[src/rtl/vga_timing_pkg.sv]
// Shared 640x480 raster timing constants for the sync generator, the RGB stage and the image ROM.
// Also holds the window-membership helper used by the decoders.
package vga_timing_pkg;

    localparam int CNT_W = 10;

    localparam int DEF_H_SYNC   = 96;
    localparam int DEF_H_BP     = 46;
    localparam int DEF_H_ACTIVE = 640;
    localparam int DEF_H_FP     = 18;

    localparam int DEF_V_SYNC   = 2;
    localparam int DEF_V_BP     = 32;
    localparam int DEF_V_ACTIVE = 480;
    localparam int DEF_V_FP     = 11;

    localparam int H_TOTAL = DEF_H_SYNC + DEF_H_BP + DEF_H_ACTIVE + DEF_H_FP;
    localparam int V_TOTAL = DEF_V_SYNC + DEF_V_BP + DEF_V_ACTIVE + DEF_V_FP;
    localparam int H_START = DEF_H_SYNC + DEF_H_BP;
    localparam int V_START = DEF_V_SYNC + DEF_V_BP;

    localparam int DEF_IMG_X0   = 256;
    localparam int DEF_IMG_Y0   = 160;
    localparam int IMAGE_WIDTH  = 128;
    localparam int IMAGE_HEIGHT = 160;
    localparam int IMAGE_PIXELS = IMAGE_WIDTH * IMAGE_HEIGHT;

    // Half-open membership test: lo <= value < hi.
    function automatic logic in_range(input logic [CNT_W-1:0] value, input int lo, input int hi);
        return (int'(value) >= lo) && (int'(value) < hi);
    endfunction

endpackage

[src/rtl/vga_axis_counter.sv]
// One raster axis: a wrapping position counter with registered active-low sync.
// The next-state count and its active-region decode are exported so the top can register flags aligned with count.
module vga_axis_counter
    import vga_timing_pkg::*;
#(
    parameter int SYNC   = DEF_H_SYNC,
    parameter int BP     = DEF_H_BP,
    parameter int ACTIVE = DEF_H_ACTIVE,
    parameter int FP     = DEF_H_FP
) (
    input  logic             i_clk,
    input  logic             i_arst,
    input  logic             i_enable,
    input  logic             i_clear,
    output logic [CNT_W-1:0] o_count,
    output logic [CNT_W-1:0] o_count_next,
    output logic             o_sync_n,
    output logic             o_active,
    output logic             o_wrap
);

    localparam int TOTAL = SYNC + BP + ACTIVE + FP;
    localparam int START = SYNC + BP;

    logic [CNT_W-1:0] r_count;
    logic             r_sync_n;
    logic [CNT_W-1:0] w_next;
    logic             w_wrap;

    assign w_wrap = (int'(r_count) == TOTAL - 1);

    // Clear wins over enable; with neither, the count holds (used for the first enabled cycle).
    always_comb begin
        w_next = r_count;
        if (i_clear) begin
            w_next = '0;
        end else if (i_enable) begin
            w_next = w_wrap ? '0 : r_count + CNT_W'(1);
        end
    end

    always_ff @(posedge i_clk or posedge i_arst) begin
        if (i_arst) begin
            r_count  <= '0;
            r_sync_n <= 1'b1;
        end else begin
            r_count  <= w_next;
            r_sync_n <= i_clear ? 1'b1 : !in_range(w_next, 0, SYNC);
        end
    end

    assign o_count      = r_count;
    assign o_count_next = w_next;
    assign o_sync_n     = r_sync_n;
    assign o_active     = in_range(w_next, START, START + ACTIVE);
    assign o_wrap       = w_wrap;

endmodule

[src/rtl/vga_sync_gen.sv]
// VGA raster timing generator: counters, syncs, region flags and the frame-synchronous update strobe.
// Every flag is registered from next-state counts so it lines up with the o_hcnt/o_vcnt it describes.
module vga_sync_gen
    import vga_timing_pkg::*;
#(
    parameter int H_SYNC   = DEF_H_SYNC,
    parameter int H_BP     = DEF_H_BP,
    parameter int H_ACTIVE = DEF_H_ACTIVE,
    parameter int H_FP     = DEF_H_FP,
    parameter int V_SYNC   = DEF_V_SYNC,
    parameter int V_BP     = DEF_V_BP,
    parameter int V_ACTIVE = DEF_V_ACTIVE,
    parameter int V_FP     = DEF_V_FP,
    parameter int IMG_X0   = DEF_IMG_X0,
    parameter int IMG_Y0   = DEF_IMG_Y0,
    parameter int IMG_W    = IMAGE_WIDTH,
    parameter int IMG_H    = IMAGE_HEIGHT
) (
    input  logic        i_clk_27,
    input  logic        i_arst,
    input  logic        i_on,
    input  logic        i_update_req,
    output logic [9:0]  o_hcnt,
    output logic [9:0]  o_vcnt,
    output logic        o_hsync,
    output logic        o_vsync,
    output logic        o_blank,
    output logic        o_active_area,
    output logic        o_image_active,
    output logic        o_new_data,
    output logic        o_frame_start
);

    localparam int H_START_P = H_SYNC + H_BP;
    localparam int V_START_P = V_SYNC + V_BP;
    localparam int IMG_H_LO  = H_START_P + IMG_X0;
    localparam int IMG_V_LO  = V_START_P + IMG_Y0;
    localparam int SVC_LINE  = V_START_P + V_ACTIVE;

    logic             r_run;
    logic             r_pending;
    logic             r_blank;
    logic             r_active_area;
    logic             r_image_active;
    logic             r_new_data;
    logic             r_frame_start;

    logic             w_clear;
    logic             w_h_enable;
    logic             w_v_enable;
    logic [CNT_W-1:0] w_h_next;
    logic [CNT_W-1:0] w_v_next;
    logic             w_h_active;
    logic             w_v_active;
    logic             w_h_wrap;
    logic             w_v_wrap;
    logic             w_img;
    logic             w_frame;
    logic             w_service;

    // r_run lags i_on by one cycle, so the first enabled cycle holds at 0,0 instead of advancing.
    assign w_clear    = !i_on;
    assign w_h_enable = r_run;
    assign w_v_enable = r_run && w_h_wrap;

    vga_axis_counter #(
        .SYNC   (H_SYNC),
        .BP     (H_BP),
        .ACTIVE (H_ACTIVE),
        .FP     (H_FP)
    ) u_h_axis (
        .i_clk        (i_clk_27),
        .i_arst       (i_arst),
        .i_enable     (w_h_enable),
        .i_clear      (w_clear),
        .o_count      (o_hcnt),
        .o_count_next (w_h_next),
        .o_sync_n     (o_hsync),
        .o_active     (w_h_active),
        .o_wrap       (w_h_wrap)
    );

    vga_axis_counter #(
        .SYNC   (V_SYNC),
        .BP     (V_BP),
        .ACTIVE (V_ACTIVE),
        .FP     (V_FP)
    ) u_v_axis (
        .i_clk        (i_clk_27),
        .i_arst       (i_arst),
        .i_enable     (w_v_enable),
        .i_clear      (w_clear),
        .o_count      (o_vcnt),
        .o_count_next (w_v_next),
        .o_sync_n     (o_vsync),
        .o_active     (w_v_active),
        .o_wrap       (w_v_wrap)
    );

    assign w_img = in_range(w_h_next, IMG_H_LO, IMG_H_LO + IMG_W)
                && in_range(w_v_next, IMG_V_LO, IMG_V_LO + IMG_H);

    // Next position is 0,0 either on a start-up cycle or when both axes wrap together.
    assign w_frame = !r_run || (w_h_wrap && w_v_wrap);

    // Service point: first pixel of the vertical front porch.
    assign w_service = i_on && (w_h_next == '0) && (int'(w_v_next) == SVC_LINE);

    always_ff @(posedge i_clk_27 or posedge i_arst) begin
        if (i_arst) begin
            r_run          <= 1'b0;
            r_pending      <= 1'b0;
            r_blank        <= 1'b0;
            r_active_area  <= 1'b0;
            r_image_active <= 1'b0;
            r_new_data     <= 1'b0;
            r_frame_start  <= 1'b0;
        end else begin
            r_run          <= i_on;
            r_pending      <= w_service ? 1'b0 : (r_pending || i_update_req);
            r_new_data     <= w_service && (r_pending || i_update_req);
            r_blank        <= i_on && w_h_active && w_v_active;
            r_active_area  <= i_on && w_h_active && w_v_active;
            r_image_active <= i_on && w_img;
            r_frame_start  <= i_on && w_frame;
        end
    end

    assign o_blank        = r_blank;
    assign o_active_area  = r_active_area;
    assign o_image_active = r_image_active;
    assign o_new_data     = r_new_data;
    assign o_frame_start  = r_frame_start;

endmodule

[config.mk]
export PLATFORM = sky130hd
export DESIGN_NAME = vga_sync_gen
export DESIGN_NICKNAME = d
export VERILOG_FILES = /design/src/rtl/vga_timing_pkg.sv /design/src/rtl/vga_axis_counter.sv /design/src/rtl/vga_sync_gen.sv
export SDC_FILE = /design/constraint.sdc
export NUM_CORES = 1
export LEC_CHECK = 0
export ABC_AREA = 1
export BUFFER_PORTS_ARGS = -buffer_cell sky130_fd_sc_hd__buf_2
export CORE_MARGIN = 8
export CORE_UTILIZATION = 45
export CTS_CLUSTER_SIZE = 14
export DETAILED_ROUTE_END_ITERATION = 10
export PLACE_DENSITY_LB_ADDON = 0.1
export SYNTH_ARGS = -nofsm -noshare
export SYNTH_HDL_FRONTEND = slang
export SYNTH_SLANG_ARGS = --single-unit
[constraint.sdc]
create_clock -name i_clk_27 -period 2 [get_ports i_clk_27]
set_input_delay 0.1 -clock i_clk_27 [delete_from_list [all_inputs] [get_ports i_clk_27]]
set_output_delay 0.1 -clock i_clk_27 [all_outputs]
set_load 0.05 [all_outputs]
==> impl_results.md <==
- Status: complete, no violations
- Horiz. Die Dim: 83.2 um
- Yosys reg bits: 28
- Max clock buf depth: 2
- Period minus WS final: 1.88 ns
- Final WS setup: 0.118 ns
- Hold worst-path end: o_new_data
- Yosys Warn Count: 0
- DP HPWL: 4.49 mm
- N_diodes: 0
- Worst vdd ir: 279 uV
- Lkg Pwr: 1.50 nW
- Fmax: 531 MHz
- Worst Hold Class: input port to flop
- Pwr Total: 1.06 mW
- Syn avg cell area: 6.42 um2
- Pre-CTS setup slack: 0.0745 ns
- Min Hold Slack: 0.0538 ns
- Fraction of layout cells with a size suffix above 1: 0.310
- Worst path required time: 2.17 ns
- Io pins: 31
- Worst Hold Depth: 3
- Filler instances: 399
- Via Count: 2151
- Largest net degree at the start of global routing: 29
- Pre-antenna DRT Iters: 4
- Root buf cell: clkbuf_8
- CTS Buf Count: 3
- Max-slew headroom: 0.753
- R2R Setup Slk: 0.12 ns
- Area after DPL: 2400 um2
- CTS H-tree depth: 1
- CP startpoint kind: flop
- GP Congestion: 0.882
- Total gr overflow: 0
- Die Span Y: 83.2 um
- Sequential element share of the synthesized area: 0.346
- Post-DRT Antenna Nets: 0
- FF-to-FF Start: u_v_axis.o_count[1]
- First-pass GRT wire length: 9.77 mm
- Mapped Area: 2030 um2
- Clock Latency Late Sink: 0.28 ns
- Max cap viols: 0
- Critical path type: flop to flop
- Net load switching power: 0.275 mW
- Worst-path fanout max: 6
- Via density per instance: 5.05
- Initial antenna violation count: 0
- Distinct cell type count after synthesis: 28
- Final Hold Violating Endpoints: 0
- Most common cell after layout, fill and taps aside: nand2_1
- Cells after Synth: 316
- Drt drc: 0
- Switching part of the total: 0.259
- Iteration-0 DRC Markers: 186
- Clock power frac: 0.343
- Site row count: 24
- Clk slew on worst S/H paths: 0.11 ns
- Nets@finish: 382
- CTS sink count: 28
- Reg power frac: 0.550
- Area delta synth->final: 30.0%
- Initial core utilization: 0.466
- Gate power share: 0.107
- Final max-slew violation count: 0
- IO Port Bufs: 30
- Setup Viol. Count Final: 0
- Power Dens Cells: 401 nW/um2
- Total core area: 4350 um2
- Syn_nets: 323
- HP Start: i_update_req
- Most frequent cells in the layout: nand2_1, inv_1, nor2_1
- Clk_skew: 0.00990 ns
- Slew @ Worst Pin: 0.370 ns
- Fin crit share: 0.941
- Tot GR Track Use: 0.168
- Vias in the first global route: 2013
- Int Pwr: 0.784 mW
- Final Util: 0.606
- Final wirelength: 5.93 mm
- Routed len/inst: 13.9 um
- TritonCTS clock tree: done
- Reg2Reg Depth: 15
- R2R Path End: r_pending
- Post-route cell area: 2640 um2
- Kind of end point of the critical path: flop
- Die footprint: 6910 um2
- CP Launch Point: u_v_axis.o_count[1]
- CP arrival: 2.05 ns
==> cell usage after synthesis (all sizes together) <==
cell type / count / share of area
nand2: 96 / 0.19
nor2: 55 / 0.12
inv: 54 / 0.10
nand3: 37 / 0.099
dfrtp: 26 / 0.32
o21ai: 11 / 0.029
nand4: 10 / 0.031
a21oi: 6 / 0.015
buf: 5 / 0.018
nor3: 4 / 0.0099
ha: 3 / 0.018
dfstp: 2 / 0.026
nand3b: 2 / 0.0074
a21o: 1 / 0.0037
o2111ai: 1 / 0.0043
o21bai: 1 / 0.0037
or2: 1 / 0.0031
xor2: 1 / 0.0043
==> power by group through the flow <==
| stage | Clock, mW | Sequential [mW] | Combinational, mW |
|---|---|---|---|
| final | 0.363 | 0.582 | 0.113 |
| after global routing | 0.392 | 0.583 | 0.127 |
| after CTS | 0.368 | 0.582 | 0.110 |
| after detailed placement | 0 | 0.593 | 0.108 |
| after global placement | 0 | 0.593 | 0.109 |
| after floorplan | 0 | 0.616 | 0.0550 |
==> worst max path at each step <==
| stage | slack (ns) | cells after the start | end |
|---|---|---|---|
| 2_1_floorplan | -0.0005 | 13 | r_pending |
| 3_3_place_gp | 0.09 | 14 | o_image_active |
| 3_5_place_dp | 0.07 | 14 | o_active_area |
| 4_1_cts | 0.06 | 14 | o_active_area |
| 5_1_grt | -0.03 | 13 | o_image_active |
| 6_report | 0.12 | 15 | r_pending |
==> registers in the layout (all words and copies together) (netlist names) <==
name               flops
o_active_area          1
o_frame_start          1
o_image_active         1
o_new_data             1
r_pending              1
r_run                  1
u_h_axis.o_count      10
u_h_axis.o_sync_n      1
u_v_axis.o_count      10
u_v_axis.o_sync_n      1
==> kinds of logic (layout without fill, tap and decap cells) <==
| group | after synthesis | in the layout | share of synthesized area |
|---|---|---|---|
| AO/OA/AOI/OAI | 20 | 20 | 0.0555 |
| XOR/XNOR | 1 | 1 | 0.00432 |
| adder cells (fa/ha/maj) | 3 | 3 | 0.0185 |
| buffers and inverters | 59 | 117 | 0.118 |
| flip-flops | 28 | 28 | 0.346 |
| AND/OR/NAND/NOR | 205 | 205 | 0.457 |
==> metal layers <==
layer | routed length (um) | up-vias | global-route usage
met1 | 2890 | 982 | 0.244
li1 | - | 1098 | -
met4 | 108 | 0 | 0.0527
met2 | 2590 | 63 | 0.245
met3 | 339 | 8 | 0.0273
met5 | 0 | - | 0
==> critical path: stages, from the launching register on <==
cell and delay (ns):
dfrtp_2 0.43, inv_2 0.09, ha_4 0.13, nand2_1 0.04, nor2_1 0.09, nand3_1 0.09, buf_6 0.14, buf_6 0.12
nand2_1 0.05, o21ai_1 0.06, nand2_2 0.13, nand2_2 0.07, nor2_2 0.12, nand3_1 0.07, nor2_1 0.09, nor2_1 0.04
==> layout make-up <==
type / instances / area [um2] / area share
Clock buffer: 4 / 55.1 / 0.0209
Inverter: 54 / 203 / 0.0768
Multi-Input combinational cell: 229 / 1220 / 0.464
Sequential cell: 28 / 711 / 0.269
Tap cell: 52 / 65.1 / 0.0247
Timing Repair Buffer: 59 / 382 / 0.145
==> per-stage QoR <==
step | instances | TNS (ns)
6_report | 426 | 0
5_1_grt | 426 | -0.0796
4_1_cts | 420 | 0
3_5_place_dp | 415 | 0
3_3_place_gp | 415 | 0
2_1_floorplan | 316 | -0.000505
==> repair_timing <==
action	CTS	global route
buffers inserted	0	6
hold endpoints to repair	26	0
endpoints found under the setup margin	0	5
gates resized for setup	0	38
hold buffers	1	0
Power figures use the tool's default switching activity.
